[config.mk]
export PLATFORM = sky130hd
export DESIGN_NAME = layer0_conv
export DESIGN_NICKNAME = d
export VERILOG_FILES = /design/src/rtl/layer0_conv.sv
export SDC_FILE = /design/constraint.sdc
export NUM_CORES = 1
export LEC_CHECK = 0
export CORE_UTILIZATION = 45
export DETAILED_ROUTE_END_ITERATION = 6
export DONT_BUFFER_PORTS = 1
export RECOVER_POWER = 25
export SYNTH_ARGS = -nofsm -noshare
export SYNTH_HDL_FRONTEND = slang
export SYNTH_SLANG_ARGS = --single-unit
export TNS_END_PERCENT = 5
[constraint.sdc]
create_clock -name clk -period 24.5 [get_ports clk]
set_clock_uncertainty 0.2 [all_clocks]
set_input_delay 7.35 -clock clk [delete_from_list [all_inputs] [get_ports clk]]
set_output_delay 7.35 -clock clk [all_outputs]
set_load 0.01 [all_outputs]
[src/rtl/layer0_conv.sv]
// rtl/layer0_conv.sv - layer-0 3x3 conv + bias + ReLU, 2x2-block pixel order, valid/stall output
// Optional macro LAYER0_ROUND_EN: round half up at bit 16 instead of truncating.
module layer0_conv #(
    parameter logic [19:0] K0   = 20'h0A89E,
    parameter logic [19:0] K1   = 20'h092D5,
    parameter logic [19:0] K2   = 20'h06D43,
    parameter logic [19:0] K3   = 20'h01004,
    parameter logic [19:0] K4   = 20'hF8F71,
    parameter logic [19:0] K5   = 20'hF6E54,
    parameter logic [19:0] K6   = 20'hFA6D7,
    parameter logic [19:0] K7   = 20'hFC834,
    parameter logic [19:0] K8   = 20'hFAC19,
    parameter logic [19:0] BIAS = 20'h01310
) (
    input  logic        clk,
    input  logic        reset,
    input  logic        i_ready,
    output logic        o_busy,
    output logic [11:0] o_iaddr,
    input  logic [19:0] i_idata,
    output logic        o_valid,
    output logic [18:0] o_data,
    input  logic        i_stall
);

    typedef enum logic [1:0] {S_IDLE, S_FETCH, S_EMIT, S_DONE} state_t;

    localparam logic [43:0] ACC_INIT = {{8{BIAS[19]}}, BIAS, 16'h0000};
`ifdef LAYER0_ROUND_EN
    localparam logic [43:0] ROUND_ADD = 44'h0000_0008000;
`else
    localparam logic [43:0] ROUND_ADD = 44'h0;
`endif

    state_t      state_q, state_d;
    logic        busy_q, busy_d;
    logic [9:0]  blk_q, blk_d;
    logic [1:0]  sub_q, sub_d;
    logic [3:0]  tap_q, tap_d;
    logic [43:0] acc_q, acc_d;
    logic [18:0] data_q, data_d;

    logic [5:0]  row, col;
    logic [1:0]  trow, tcol;
    logic [19:0] k_sel;
    logic [6:0]  nr, nc;
    logic        in_range;
    logic signed [39:0] prod;
    logic [43:0] prod_term, acc_next, sum;
    logic [18:0] result;
    logic        last_px;

    // Block index carries the upper coordinate bits, sub-pixel the lowest bit of row/col.
    assign row = {blk_q[9:5], sub_q[1]};
    assign col = {blk_q[4:0], sub_q[0]};

    always_comb begin
        trow  = 2'd2;
        tcol  = 2'd2;
        k_sel = K8;
        case (tap_q)
            4'd0: begin trow = 2'd0; tcol = 2'd0; k_sel = K0; end
            4'd1: begin trow = 2'd0; tcol = 2'd1; k_sel = K1; end
            4'd2: begin trow = 2'd0; tcol = 2'd2; k_sel = K2; end
            4'd3: begin trow = 2'd1; tcol = 2'd0; k_sel = K3; end
            4'd4: begin trow = 2'd1; tcol = 2'd1; k_sel = K4; end
            4'd5: begin trow = 2'd1; tcol = 2'd2; k_sel = K5; end
            4'd6: begin trow = 2'd2; tcol = 2'd0; k_sel = K6; end
            4'd7: begin trow = 2'd2; tcol = 2'd1; k_sel = K7; end
            default: ;
        endcase
    end

    // A neighbour outside 0..63 wraps to bit 6 set (either -1 or 64).
    assign nr       = 7'(row) + 7'(trow) - 7'd1;
    assign nc       = 7'(col) + 7'(tcol) - 7'd1;
    assign in_range = !nr[6] && !nc[6];

    assign prod      = $signed({{20{k_sel[19]}}, k_sel}) * $signed({{20{i_idata[19]}}, i_idata});
    assign prod_term = in_range ? {{4{prod[39]}}, prod} : 44'h0;
    assign acc_next  = acc_q + prod_term;
    assign sum       = acc_next + ROUND_ADD;

    always_comb begin
        result = sum[34:16];
        if (sum[43])
            result = 19'h0;
        else if (|sum[42:35])
            result = 19'h7FFFF;
    end

    assign last_px = (blk_q == 10'h3FF) && (sub_q == 2'd3);

    always_comb begin
        state_d = state_q;
        busy_d  = busy_q;
        blk_d   = blk_q;
        sub_d   = sub_q;
        tap_d   = tap_q;
        acc_d   = acc_q;
        data_d  = data_q;
        case (state_q)
            S_IDLE: begin
                if (i_ready) begin
                    state_d = S_FETCH;
                    busy_d  = 1'b1;
                    blk_d   = 10'h0;
                    sub_d   = 2'd0;
                    tap_d   = 4'd0;
                    acc_d   = ACC_INIT;
                end
            end
            S_FETCH: begin
                if (tap_q == 4'd8) begin
                    acc_d   = sum;
                    data_d  = result;
                    tap_d   = 4'd0;
                    state_d = S_EMIT;
                end else begin
                    acc_d = acc_next;
                    tap_d = tap_q + 4'd1;
                end
            end
            S_EMIT: begin
                if (!i_stall) begin
                    if (last_px) begin
                        state_d = S_DONE;
                    end else begin
                        {blk_d, sub_d} = {blk_q, sub_q} + 12'd1;
                        acc_d   = ACC_INIT;
                        state_d = S_FETCH;
                    end
                end
            end
            S_DONE: begin
                busy_d  = 1'b0;
                state_d = S_IDLE;
            end
            default: state_d = S_IDLE;
        endcase
    end

    always_ff @(posedge clk or negedge reset) begin
        if (!reset) begin
            state_q <= S_IDLE;
            busy_q  <= 1'b0;
            blk_q   <= 10'h0;
            sub_q   <= 2'd0;
            tap_q   <= 4'd0;
            acc_q   <= 44'h0;
            data_q  <= 19'h0;
        end else begin
            state_q <= state_d;
            busy_q  <= busy_d;
            blk_q   <= blk_d;
            sub_q   <= sub_d;
            tap_q   <= tap_d;
            acc_q   <= acc_d;
            data_q  <= data_d;
        end
    end

    assign o_busy  = busy_q;
    assign o_valid = (state_q == S_EMIT);
    assign o_data  = data_q;
    assign o_iaddr = (state_q == S_FETCH && in_range) ? {nr[5:0], nc[5:0]} : 12'h0;

endmodule

==> summary.md <==
| Metric | Value |
|---|---|
| Final net count | between 2,000 and 3,000 |
| Num CTS Buffers | 9 |
| Post-CTS Setup Inserts | 0 |
| Synth area leaders | fa_1 37%, ha_1 10%, dfrtp_1 9.9%, inv_1 8.1%, and2_1 6.4% |
| Synth Register Bits | between 80 and 90 |
| Period utilization | between 60% and 70% |
| Critical path class | in -> reg |
| Worst skew pair latency | approximately 0.35 ns |
| Worst path slowest cell | nor4_4 |
| Routability cong. | between 0.9 and 1 |
| Min cycle time layout | 16.93 ns |
| Post-layout util | a little under half |
| Number of vias per cell | 5.397 |
| Mux cell area share after synthesis | less than 1% |
| Post-synthesis sequential area ratio | 9.891% |
| Setup crit end kind | flip-flop |
| PortBufs | 0 |
| H-tree depth | 3 |
| Core Region | 45,380 sq um |
| Prevailing post-synth register cell | dfrtp_1 |
| Share of the synthesized area in the top cell type | 37.05% |
| Initial antenna violation count | 1 |
| Largest net degree at the start of global routing | 83 |
| Overflow after GRT | 0 |
| Tightest Hold Check Type | reg -> reg |
| Die X | ~220 microns |
| Vias post-DR | between 15,000 and 20,000 |
| Synth Warn # | 0 |
| Die ar. | 46,970 sq um |
| Largest family of logic cells by synthesized area | adder cells |
| CP startpoint kind | primary input |
| Post-synth top area cell | fa_1 |
| Family with the most delay on the worst path | adder cells |
| Antenna-violating nets left | 0 |
| Final wirelength | 49,270 microns |
| Clock sinks | 82 |
| Cells after synthesis | 2,356 |
| Drt first pass iters | 5 |
| Post-synth EDFFs | 0 |
| Dpl ws | between 7 and 8 ns |
| Share of cells above drive strength 1 | ~3.2% |
| Critical Path RT | about 24 ns |
| Vias in the first global route | 16,740 |
| Worst path arrival time | 16.90 ns |
| First-pass GRT wire length | 83,650 microns |
| Crit path top cell by count | fa_1 |
| XOR/XNOR Fraction of Synth Area | 3.866% |
| Maximum clock path buffer count | 2 |
| Die Y | 216.7 microns |
| Synth cell count leaders | 445 x inv_1, 384 x fa_1, 243 x nand2_1 |
| Drt wl/cell | roughly 17 microns |
| Buf/Inv on CP | 4 |
| N_diodes | 0 |
| Cell Rows | 78 |
| Post-CTS sizing | 0 |
| Mapped Nets | 2,937 |
| Syn Area/Cell | approximately 8.8 sq um |
| Largest stage delay, worst path | around 0.97 ns |
| DP Wirelength | 40,750 microns |
| Drt drc | 0 |
| Maxcap violations | 0 |
| Total GRT Usage | 22.14% |
| Initial drt markers | between 700 and 800 |
| WHS | 0.2906 ns |
| CTS Root Cell | clkbuf_16 |
| Clock slew at the register clock pins of the worst setup and hold paths | 0.07 ns |
| Rel. slew slack | 16.12% |
| Synth-to-Final Area Change | 4.077% |
| Post-synthesis adder-cell area fraction | 47.49% |
| Max Freq | 59.08 MHz |
| CTS tree | yes |
| Hold buffers post-CTS | 0 |
| Fraction of registers with async set/reset | 100.0% |
| Slew Viols, Final | 0 |
| Total negative setup slack | 0 ns |
| IO Count | 57 |
| RSZ-0062 raised after global routing | no |
| Hold Vio Cnt, Final | 0 |
| Worst slew pin tran | ~1.2 ns |
| Synth unique cells | 71 |
| Crit path max fanout | 19 |
| Status | finished, final reports clean |
| Synthesized area | 20,750 sq um |
| Final setup vio count | 0 |
| Most frequent cell after synthesis | inv_1 |
| Synth Area in Compound Gates | 11.83% |
| Initial Util | between 40% and 50% |
| Simple-gate share of the synthesized area | about 17% |
| Final worst slack | 7.573 ns |
[worst reg2reg max path: cells and delay by family (launching register included)]
kind / cells / cell delay (ns)
and+or+nand+nor: 8 / 2.42
adders and majority gates: 10 / 5.09
AOI/OAI and AO/OA: 15 / 2.80
DFF: 1 / 0.43
buffers and inverters: 6 / 0.66
[layout by cell type, fill, tap and decap left out, types with 16 or more instances in the layout]
| cell type | count |
|---|---|
| a21o_1 | 36 |
| a21oi_1 | 108 |
| and2_1 | 211 |
| and3_1 | 16 |
| buf_4 | 22 |
| dfrtp_1 | 82 |
| fa_1 | 384 |
| ha_1 | 173 |
| inv_1 | 445 |
| nand2_1 | 242 |
| nand2b_1 | 16 |
| nand3_1 | 19 |
| nor2_1 | 115 |
| nor3_1 | 21 |
| o21ai_0 | 94 |
| xnor2_1 | 56 |
| xor2_1 | 33 |
[routing by layer]
| metal | track usage [%] | vias up | routed length, microns |
|---|---|---|---|
| li1 | - | 7225 | - |
| met1 | 28.12 | 8018 | 20710 |
| met2 | 39.07 | 268 | 25160 |
| met3 | 2.218 | 96 | 1464 |
| met4 | 7.864 | 2 | 1923 |
| met5 | 0 | - | 7 |
[per-stage QoR]
step | area, sq um | cells
after floorplan | 20750 | 2356
final | 21590 | 2892
after CTS | 21590 | 2892
after global routing | 21590 | 2892
after detailed placement | 21280 | 2876
after global placement | 21280 | 2876
[logic make-up after synthesis]
logic type               count (synthesis)
AND/OR/NAND/NOR                        700
adder cells (fa/ha/maj)                557
buffers and inverters                  547
AO/OA/AOI/OAI                          376
XOR/XNOR                                90
flip-flops                              82
multiplexers                             4
[registers in the layout, indices dropped and copies added (netlist names)]
signal / count
acc_q: 44
tap_q: 4
state_q: 2
blk_q: 10
sub_q: 2
o_data: 19
o_busy: 1
[final cells by class]
| type | count | area [sq um] |
|---|---|---|
| multi-input cells | 1727 | 16640 |
| well taps | 600 | 750.7 |
| clock buffers | 10 | 239.0 |
| repair buffers | 22 | 165.2 |
| clock inverters | 6 | 70.07 |
| fillers | 4416 | 23790 |
| flip-flops and latches | 82 | 2052 |
| inverters | 445 | 1670 |
[worst paths after layout]
path | slack [ns] | to | depth (start not counted) | startpoint
setup / recovery | 7.57 | o_data[8] | 33 | i_idata[3]
hold / removal | 0.29 | acc_q[10] | 2 | acc_q[10]
setup reg to reg | 12.71 | o_data[8] | 39 | tap_q[0]
hold reg to reg | 0.29 | acc_q[10] | 2 | acc_q[10]
max in group asynchronous | 17.44 | acc_q[5] | 0 | reset
min in group asynchronous | 6.50 | acc_q[22] | 0 | reset
Power is left out: the tool's default activity adds up to more than one toggle a clock period on the data nets, which glitch-free logic cannot reach.
